$ cat config.mk
export PLATFORM = sky130hd
export DESIGN_NAME = seed_ram_ctrl
export DESIGN_NICKNAME = d
export VERILOG_FILES = /design/src/rtl/seed_ram_ctrl_pkg.sv /design/src/rtl/seed_rr_arb2.sv /design/src/rtl/seed_ram_ctrl.sv
export SDC_FILE = /design/constraint.sdc
export NUM_CORES = 1
export LEC_CHECK = 0
export ABC_AREA = 1
export BUFFER_PORTS_ARGS = -buffer_cell sky130_fd_sc_hd__buf_4
export CORE_MARGIN = 2
export CORE_UTILIZATION = 46
export CTS_BUF_LIST = sky130_fd_sc_hd__clkbuf_8
export DETAILED_ROUTE_END_ITERATION = 16
export HOLD_SLACK_MARGIN = 0.08
export PLACE_DENSITY_LB_ADDON = 0.08
export SKIP_CTS_REPAIR_TIMING = 1
export SLEW_MARGIN = 40
export SYNTH_ARGS = -nofsm -noshare
export SYNTH_HDL_FRONTEND = slang
export SYNTH_SLANG_ARGS = --single-unit
$ cat constraint.sdc
create_clock -name clk -period 3.9 [get_ports clk]
set_input_delay 0.585 -clock clk [delete_from_list [all_inputs] [get_ports clk]]
set_output_delay 0.585 -clock clk [all_outputs]
set_load 0.02 [all_outputs]
$ cat src/rtl/seed_ram_ctrl_pkg.sv
// Shared constants and FSM encoding for the seed vector RAM controller.
package seed_ram_ctrl_pkg;

  localparam int seed_ram_aw     = 10;
  localparam int seed_ram_dw_bit = 5;
  localparam int seed_ram_dw     = 1 << seed_ram_dw_bit;
  localparam int seed_ram_waw    = seed_ram_aw - seed_ram_dw_bit;
  localparam int seed_ram_words  = 1 << seed_ram_waw;

  typedef enum logic [2:0] {
    S_IDLE    = 3'd0,
    S_CLR     = 3'd1,
    S_SET_RD  = 3'd2,
    S_SET_WR  = 3'd3,
    S_TST_RD  = 3'd4,
    S_TST_RSP = 3'd5
  } seed_state_e;

endpackage

$ cat src/rtl/seed_rr_arb2.sv
// Two-way round-robin arbiter; index 0 is the set requester, index 1 the test requester.
module seed_rr_arb2 (
  input  logic       clk,
  input  logic       rst,
  input  logic [1:0] req,
  input  logic       advance,
  output logic [1:0] gnt
);

  logic rrPtr_q;

  // Contention goes to the side the pointer favours, a lone request always wins.
  always_comb begin
    gnt = req;
    if (req == 2'b11) begin
      gnt = rrPtr_q ? 2'b10 : 2'b01;
    end
  end

  // After a grant is taken, favour the other requester next time.
  always_ff @(posedge clk or posedge rst) begin
    if (rst) begin
      rrPtr_q <= 1'b0;
    end else if (advance && (gnt != 2'b00)) begin
      rrPtr_q <= gnt[0];
    end
  end

endmodule

$ cat src/rtl/seed_ram_ctrl.sv
// Serialising sequencer for the single-port seed vector RAM: clear sweep, bit-set RMW, bit-test.
module seed_ram_ctrl
  import seed_ram_ctrl_pkg::*;
#(
  parameter  int AW     = seed_ram_aw,
  parameter  int DW_BIT = seed_ram_dw_bit,
  localparam int DW     = 1 << DW_BIT,
  localparam int WAW    = AW - DW_BIT
) (
  input  logic           clk,
  input  logic           rst,
  input  logic           clr_start,
  output logic           clr_busy,
  output logic           clr_done,
  input  logic           set_req,
  input  logic [31:0]    set_addr,
  output logic           set_ack,
  input  logic           tst_req,
  input  logic [31:0]    tst_addr,
  output logic           tst_ack,
  output logic           tst_hit,
  output logic           ram_ce,
  output logic           ram_we,
  output logic [WAW-1:0] ram_addr,
  output logic [DW-1:0]  ram_di,
  input  logic [DW-1:0]  ram_doq
);

  seed_state_e       state_q;
  logic              clrPend_q;
  logic [WAW-1:0]    cnt_q;
  logic [WAW-1:0]    wordAddr_q;
  logic [DW_BIT-1:0] bitIdx_q;

  logic [1:0]        gnt;
  logic              advance;
  logic [DW-1:0]     bitMask;
  logic              unusedAddrBits;

  assign unusedAddrBits = ^{set_addr[31:AW], tst_addr[31:AW]};

  // The arbiter pointer only moves when IDLE actually hands out a request grant.
  assign advance = (state_q == S_IDLE) && !clrPend_q;
  assign bitMask = DW'(1) << bitIdx_q;

  seed_rr_arb2 u_arb (
    .clk     (clk),
    .rst     (rst),
    .req     ({tst_req, set_req}),
    .advance (advance),
    .gnt     (gnt)
  );

  // Sequencer: a pending clear wins in IDLE, otherwise the arbiter grant picks set or test.
  always_ff @(posedge clk or posedge rst) begin
    if (rst) begin
      state_q    <= S_IDLE;
      clrPend_q  <= 1'b0;
      cnt_q      <= '0;
      wordAddr_q <= '0;
      bitIdx_q   <= '0;
    end else begin
      if (clr_start && (state_q != S_CLR)) begin
        clrPend_q <= 1'b1;
      end
      case (state_q)
        S_IDLE: begin
          if (clrPend_q) begin
            state_q   <= S_CLR;
            cnt_q     <= '0;
            clrPend_q <= 1'b0;
          end else if (gnt[0]) begin
            state_q    <= S_SET_RD;
            wordAddr_q <= set_addr[AW-1:DW_BIT];
            bitIdx_q   <= set_addr[DW_BIT-1:0];
          end else if (gnt[1]) begin
            state_q    <= S_TST_RD;
            wordAddr_q <= tst_addr[AW-1:DW_BIT];
            bitIdx_q   <= tst_addr[DW_BIT-1:0];
          end
        end
        S_SET_RD:  state_q <= S_SET_WR;
        S_SET_WR:  state_q <= S_IDLE;
        S_TST_RD:  state_q <= S_TST_RSP;
        S_TST_RSP: state_q <= S_IDLE;
        S_CLR: begin
          cnt_q <= cnt_q + 1'b1;
          if (cnt_q == '1) begin
            state_q <= S_IDLE;
          end
        end
        default: state_q <= S_IDLE;
      endcase
    end
  end

  // RAM strobes and handshakes depend only on flopped state plus the RAM read data.
  always_comb begin
    ram_ce   = 1'b0;
    ram_we   = 1'b0;
    ram_addr = '0;
    ram_di   = '0;
    set_ack  = 1'b0;
    tst_ack  = 1'b0;
    tst_hit  = 1'b0;
    clr_done = 1'b0;
    case (state_q)
      S_CLR: begin
        ram_ce   = 1'b1;
        ram_we   = 1'b1;
        ram_addr = cnt_q;
        clr_done = (cnt_q == '1);
      end
      S_SET_RD: begin
        ram_ce   = 1'b1;
        ram_addr = wordAddr_q;
      end
      S_SET_WR: begin
        ram_ce   = 1'b1;
        ram_we   = 1'b1;
        ram_addr = wordAddr_q;
        ram_di   = ram_doq | bitMask;
        set_ack  = 1'b1;
      end
      S_TST_RD: begin
        ram_ce   = 1'b1;
        ram_addr = wordAddr_q;
      end
      S_TST_RSP: begin
        tst_ack = 1'b1;
        tst_hit = ram_doq[bitIdx_q];
      end
      default: ;
    endcase
  end

  assign clr_busy = clrPend_q | (state_q == S_CLR);

endmodule
==> metrics.yaml, run 1 <==
outcome: "complete, no violations"
synthesis.instances: 314
grt_antenna_before_repair: 0
clkTransAtPathRegs_ns: 0.08
syn-cell-area_um2: 2040
netSwitchingPower_mw: 1.03
hp-class: "primary input to async pin"
insertedDiodeCount: 0
vdd.ir_drop.worst_mv: 0.380
io-pin-count: 145
pwr-share-comb_pct: 62.5
ant_nets: 0
routed_wire_per_std_cell_um: 13.6
worst_ep_required_time_ns: 3.31
min_period_over_period_pct: 74.9
worst_setup_path_start_kind: "flip-flop"
gr-total-overflow: 0
seq_area_frac_synth_pct: 24.5
synth_net_count: 417
finish.instance_area_um2: 2770
max_clock_freq_ghz: 0.342
rr_startpoint: "bitIdx_q[3]$_DFFE_PP0P_"
grt_setup_unrepaired: "no"
numPortBuffers: 100
clock-root-buffer: "sky130_fd_sc_hd__clkbuf_8"
yosys_register_bits: 20
detailed_place.area_um2: 2700
cts_tree: "yes"
min_period_ns: 2.92
pwr_density_cell_nw_per_um2: 690
drt-initial-drc-count: 179
drive_gt1_share_pct: 32.7
fin_setup_tns_ns: 0
most-common-layout-cells: "sky130_fd_sc_hd__buf_4 (101), sky130_fd_sc_hd__nand2_1 (53), sky130_fd_sc_hd__inv_1 (42)"
clock_latency_ns: 0.26
reg2regPathDepth: 2
timing.final.max_slew_violations: 0
via_count: 2479
synth_largest_type_area_fraction_pct: 24.5
num_rows: 24
core_region_area_um2: 4320
via_per_inst: 5.51
post_synth.cell_area_avg_um2: 6.51
hold_violations_final: 0
worst-slew-pin-transition_ns: 0.674
clockBufferDepth: 2
grt_use_total_pct: 24.4
dominant_cell_type_by_area_after_synthesis: "sky130_fd_sc_hd__dfrtp_1"
r2r_end: "bitIdx_q[3]$_DFFE_PP0P_"
final-setup-viol-count: 0
h-tree-depth: 1
maxCapViolations: 0
grt_max_degree: 27
leakagePower_nw: 1.43
layout.filler_cells: 434
post_synth_num_cell_types: 37
switching_share_pct: 54.0
finalHoldWorstSlack_ns: 0.321
initial_utilization_pct: 47.3
clkPwrFrac_pct: 10.8
intPower_mw: 0.880
worstPathMaxFanout: 19
critical_path.endpoint_type: "output port"
synthesis.yosys.warnings: 0
skew_ns: 0.00313
gp_congestion: 0.861
power_frac_seq_pct: 26.8
hpwlAfterDp_um: 4550
finalWirelength_um: 6130
yosys-top-cells-area: "sky130_fd_sc_hd__dfrtp_1 (24%), sky130_fd_sc_hd__nand2_1 (9.7%), sky130_fd_sc_hd__inv_1 (7.9%)"
die_height_um: 70.6
reg2reg_setup_slack_ns: 2.05
die_width_um: 70.6
grt_first_pass_wirelength_um: 10200
maxSlewHeadroom_pct: 55.0
vias_in_the_first_global_route: 2205
syn2layout_area_growth_pct: 35.8
dr.pass1.iters: 5
clock_sink_count: 20
fp.dieArea_um2: 4990
data_arrival_time_of_the_critical_path_ns: 2.34
num_cts_buffers: 3
num-nets-final: 502
post-route-drc-count: 0
critical_path_class: "flip-flop to output port"
final_common_cell: "sky130_fd_sc_hd__buf_4"
power by group through the flow:
| stage | clock network [mW] | registers [mW] | logic, mW |
|---|---|---|---|
| floorplan | 0 | 0.355 | 1.05 |
| global placement | 0 | 0.503 | 1.18 |
| detailed placement | 0 | 0.508 | 1.19 |
| CTS | 0.207 | 0.506 | 1.19 |
| global route | 0.214 | 0.531 | 1.33 |
| finish | 0.206 | 0.512 | 1.20 |
synthesized netlist by cell type (all sizes together):
library cell / n
nor3: 1
a31oi: 6
a21oi: 30
xor2: 1
ha: 2
dfrtp: 20
nand2: 56
nand4: 25
clkinv: 3
a221oi: 1
clkbuf: 2
inv: 48
nand3: 22
or3: 1
o21ai: 31
buf: 19
o32ai: 1
nor2: 36
o22ai: 9
metrics by stage:
stage	total power, mW	utilization, %	worst slack [ns]	std cells
finish	1.91	64.1	0.979	450
global route	2.08	64.1	0.748	450
floorplan	1.41	-	1.87	314
global placement	1.68	62.5	1.34	446
CTS	1.90	64.1	1.02	450
detailed placement	1.70	62.5	1.31	446
critical path, cell delays in order, from the launching register on:
cell	delay, ns
sky130_fd_sc_hd__dfrtp_1	0.78
sky130_fd_sc_hd__clkinv_1	0.66
sky130_fd_sc_hd__nand3_1	0.26
sky130_fd_sc_hd__nand2_1	0.08
sky130_fd_sc_hd__nor2_1	0.10
sky130_fd_sc_hd__nor2_1	0.05
sky130_fd_sc_hd__buf_4	0.15
cell type report:
cell class | count | area (µm²) | area share, %
clock inverter | 1 | 30.0 | 1.08
sequential | 20 | 502 | 18.1
clock buffer | 3 | 41.3 | 1.49
tap | 52 | 65.1 | 2.35
inverter | 51 | 203 | 7.31
timing repair buffer | 101 | 758 | 27.3
multi-input combinational | 222 | 1170 | 42.4
cell families (layout without fill, tap and decap cells):
group / Yosys count / after routing / synth area share (%)
flip-flops: 20 / 20 / 24.5
AO/OA/AOI/OAI: 78 / 78 / 22.2
buffers and inverters: 72 / 156 / 18.0
AND/OR/NAND/NOR: 141 / 141 / 33.6
adder cells (fa/ha/maj): 2 / 2 / 1.22
XOR/XNOR: 1 / 1 / 0.429
per-layer routing:
metal	GRT usage, %	part of all wire, %
met2	38.6	46
met3	5.27	8.1
met4	5.66	1.3
met1	34.5	44
met5	0	0
how the worst max path moves through the flow:
stage	start	to	slack [ns]	depth (start not counted)
floorplan	state_q[0]$_DFFE_PP0P_	ram_addr[0]	1.87	5
global placement	bitIdx_q[3]$_DFFE_PP0P_	tst_hit	1.34	6
detailed placement	bitIdx_q[3]$_DFFE_PP0P_	tst_hit	1.31	6
CTS	bitIdx_q[3]$_DFFE_PP0P_	tst_hit	1.02	6
global route	bitIdx_q[3]$_DFFE_PP0P_	tst_hit	0.75	6
finish	bitIdx_q[3]$_DFFE_PP0P_	tst_hit	0.98	6
flip-flops by register name (all words and copies together) (netlist names):
name,flops
bitIdx_q,5
u_arb.rrPtr_q,1
state_q,3
cnt_q,5
clrPend_q,1
wordAddr_q,5
(Power assumes the default switching activity.)
==> inputs of run 2 (changes only) <==
- ABC_AREA: 1 -> 0
- CORE_UTILIZATION: 46 -> 36
- clock period: 3.9 -> 2.35 ns (I/O delays scaled with it)
==> metrics.yaml, run 2 <==
maxCapViolations: 0  # unchanged
yosys_register_bits: 20  # unchanged
fraction_of_the_mapped_netlist_area_in_adder_cells_pct: 1.41  # was 1.22%
most-common-layout-cells: "sky130_fd_sc_hd__buf_4 (112), sky130_fd_sc_hd__nor2_1 (51), sky130_fd_sc_hd__a21oi_1 (46)"  # was sky130_fd_sc_hd__buf_4 (101), sky130_fd_sc_hd__nand2_1 (53), sky130_fd_sc_hd__inv_1 (42)
critical_path.endpoint_type: "output port"  # unchanged
placedCellCount: 388  # was 446
gp_congestion: 0.811  # was 0.861
num-nets-final: 429  # was 502
worst-slew-pin-transition_ns: 0.611  # was 0.674 ns
max_clock_freq_ghz: 0.415
syn-cell-area_um2: 1780  # was 2040 µm²
ant_nets: 0  # unchanged
post-route-drc-count: 0  # unchanged
stdcell_count: 391  # was 450
die_width_um: 74.3  # was 70.6 µm
initial_utilization_pct: 37.4  # was 47.3%
post_synth_num_cell_types: 34  # was 37
numPortBuffers: 100  # unchanged
drive_gt1_share_pct: 39.5  # was 32.7%
dominant_combinational_cell_family_by_area_after_synthesis: "compound AO/OA/AOI/OAI gates"  # was simple AND/OR/NAND/NOR gates
num_cts_buffers: 3  # unchanged
drt-initial-drc-count: 89  # was 179
vdd.ir_drop.worst_mv: 0.489  # was 0.380 mV
worstPathMaxFanout: 7  # was 19
final-setup-viol-count: 1  # was 0
io-pin-count: 145  # unchanged
timing.final.max_slew_violations: 0  # unchanged
fp.dieArea_um2: 5510  # was 4990 µm²
post_synth_edffs: 0  # unchanged
h-tree-depth: 1  # unchanged
grt_setup_unrepaired: "yes"  # was no
syn2layout_area_growth_pct: 48.7  # was 35.8%
fin_util_pct: 55.6  # was 64.1%
vias_in_the_first_global_route: 1738  # was 2205
synthSimpleGateAreaFrac_pct: 21.3  # was 33.6%
clock_latency_ns: 0.26  # about the same
die_height_um: 74.3  # was 70.6 µm
worst_ep_required_time_ns: 2.00  # was 3.31 ns
clock-root-buffer: "sky130_fd_sc_hd__clkbuf_8"  # unchanged
gr-total-overflow: 0  # unchanged
detailed_place.area_um2: 2610  # was 2700 µm²
num_rows: 25  # was 24
dr.pass1.iters: 4  # was 5
critical_path_class: "flip-flop to output port"  # unchanged
skew_ns: 0.00347  # was 0.00313 ns
grt_max_degree: 34  # was 27
post_synth.cell_area_avg_um2: 7.76  # was 6.51 µm²
hpwlAfterDp_um: 4260  # was 4550 µm
synth-async-reset-ratio_pct: 100  # unchanged
compound_cell_area_share_of_the_yosys_netlist_pct: 23.6  # was 22.2%
synthFlopType: "sky130_fd_sc_hd__dfrtp_1"  # unchanged
hp-class: "primary input to async pin"  # unchanged
routed_wire_per_std_cell_um: 14.4  # was 13.6 µm
finish.instance_area_um2: 2640  # was 2770 µm²
total_power_mw: 2.81  # was 1.91 mW
via_per_inst: 5.23  # was 5.51
leakagePower_nw: 1.28  # was 1.43 nW
finalWorstSetupSlack_ns: -0.0602  # was 0.979 ns
synthesis.yosys.warnings: 0  # unchanged
data_arrival_time_of_the_critical_path_ns: 2.06  # was 2.34 ns
yosys-top-cells-area: "sky130_fd_sc_hd__dfrtp_1 (28%), sky130_fd_sc_hd__a21oi_1 (13%), sky130_fd_sc_hd__nor2_1 (11%)"  # was sky130_fd_sc_hd__dfrtp_1 (24%), sky130_fd_sc_hd__nand2_1 (9.7%), sky130_fd_sc_hd__inv_1 (7.9%)
synth_most_common_cell: "sky130_fd_sc_hd__nor2_1"  # was sky130_fd_sc_hd__nand2_1
min_period_over_period_pct: 103
grt_first_pass_wirelength_um: 8480  # was 10200 µm
largestRegisters: "bitIdx_q (5), cnt_q (5), wordAddr_q (5)"  # unchanged
synth.cells.most_frequent: "sky130_fd_sc_hd__nor2_1 (52), sky130_fd_sc_hd__a21oi_1 (46), sky130_fd_sc_hd__dfrtp_1 (20)"  # was sky130_fd_sc_hd__nand2_1 (53), sky130_fd_sc_hd__inv_1 (43), sky130_fd_sc_hd__a21oi_1 (30)
hold_violations_final: 0  # unchanged
clock_sink_count: 20  # unchanged
dominant_cell_type_by_area_after_synthesis: "sky130_fd_sc_hd__dfrtp_1"  # unchanged
synth_largest_type_area_fraction_pct: 28.2  # was 24.5%
layout.filler_cells: 506  # was 434
finalWirelength_um: 5630  # was 6130 µm
failing_checks: "setup timing"
cts_tree: "yes"  # unchanged
outcome: "complete, but fails checks"  # was complete, no violations
maxSlewHeadroom_pct: 58.8  # was 55.0%
dp_worst_setup_slack_ns: 0.0588  # was 1.31 ns
grt_antenna_before_repair: 0  # unchanged
seq_area_frac_synth_pct: 28.2  # was 24.5%
clkTransAtPathRegs_ns: 0.07  # was 0.08 ns
synth.mux.area_fraction_pct: 18.2  # was 0%
worst_setup_path_start_kind: "flip-flop"  # unchanged
core_region_area_um2: 4750  # was 4320 µm²
pwr_density_cell_nw_per_um2: 1060  # was 690 nW/µm²
post_synth_xor_area_fraction_pct: 0.493  # was 0.429%
grt_use_total_pct: 19.6  # was 24.4%
synth_net_count: 332  # was 417
fin_setup_tns_ns: -0.0602  # was 0 ns
via_count: 2045  # was 2479
finalHoldWorstSlack_ns: 0.0916  # was 0.321 ns
final_common_cell: "sky130_fd_sc_hd__buf_4"  # unchanged
synthesis.instances: 229  # was 314
min_period_ns: 2.41
clockBufferDepth: 2  # unchanged
insertedDiodeCount: 0  # unchanged
[run 2: final cells by class]
class / instances / area (µm²) / area share, %
clock buffers: 3 / 41.3 / 1.56
inverters: 7 / 26.3 / 0.995
repair buffers: 112 / 841 / 31.8
flip-flops and latches: 20 / 502 / 19.0
multi-input cells: 182 / 1150 / 43.4
well taps: 67 / 83.8 / 3.17
[run 2: worst paths after layout]
check / from / endpoint / depth (start not counted) / slack [ns]
setup reg to reg: state_q[2]$_DFFE_PP0P_ / bitIdx_q[2]$_DFFE_PP0P_ / 6 / 0.65
min in group clk: tst_req / u_arb.rrPtr_q$_DFFE_PP0P_ / 2 / 0.32
hold / removal: rst / state_q[1]$_DFFE_PP0P_ / 2 / 0.09
hold reg to reg: u_arb.rrPtr_q$_DFFE_PP0P_ / u_arb.rrPtr_q$_DFFE_PP0P_ / 1 / 0.53
max in group asynchronous: rst / bitIdx_q[1]$_DFFE_PP0P_ / 2 / 1.93
setup / recovery: bitIdx_q[1]$_DFFE_PP0P_ / tst_hit / 4 / -0.06
[run 2: cells by family after synthesis]
kind of cell,Yosys count
muxes,21
buffers and inverters,27
AOI/OAI and AO/OA,73
xor gates and xnor gates,1
DFF,20
and+or+nand+nor,85
adders and majority gates,2
[run 2: worst max-delay path: stages, from the launching register on]
cell	delay (ns)
sky130_fd_sc_hd__dfrtp_2	0.48
sky130_fd_sc_hd__mux4_2	0.54
sky130_fd_sc_hd__mux4_2	0.47
sky130_fd_sc_hd__o22a_1	0.16
sky130_fd_sc_hd__buf_4	0.16
[run 2: layer usage]
layer / track usage [%] / share of wire, %
met1: 28.9 / 45
met3: 4.61 / 8.3
met2: 30.8 / 47
met5: 0 / 0
met4: 1.79 / 0.52
[run 2: power breakdown]
part           internal (mW)  total [mW]  switching, mW
Combinational          0.847        1.86           1.01
Clock                  0.114       0.223          0.109
Sequential             0.500       0.727          0.227
Total                   1.46        2.81           1.34
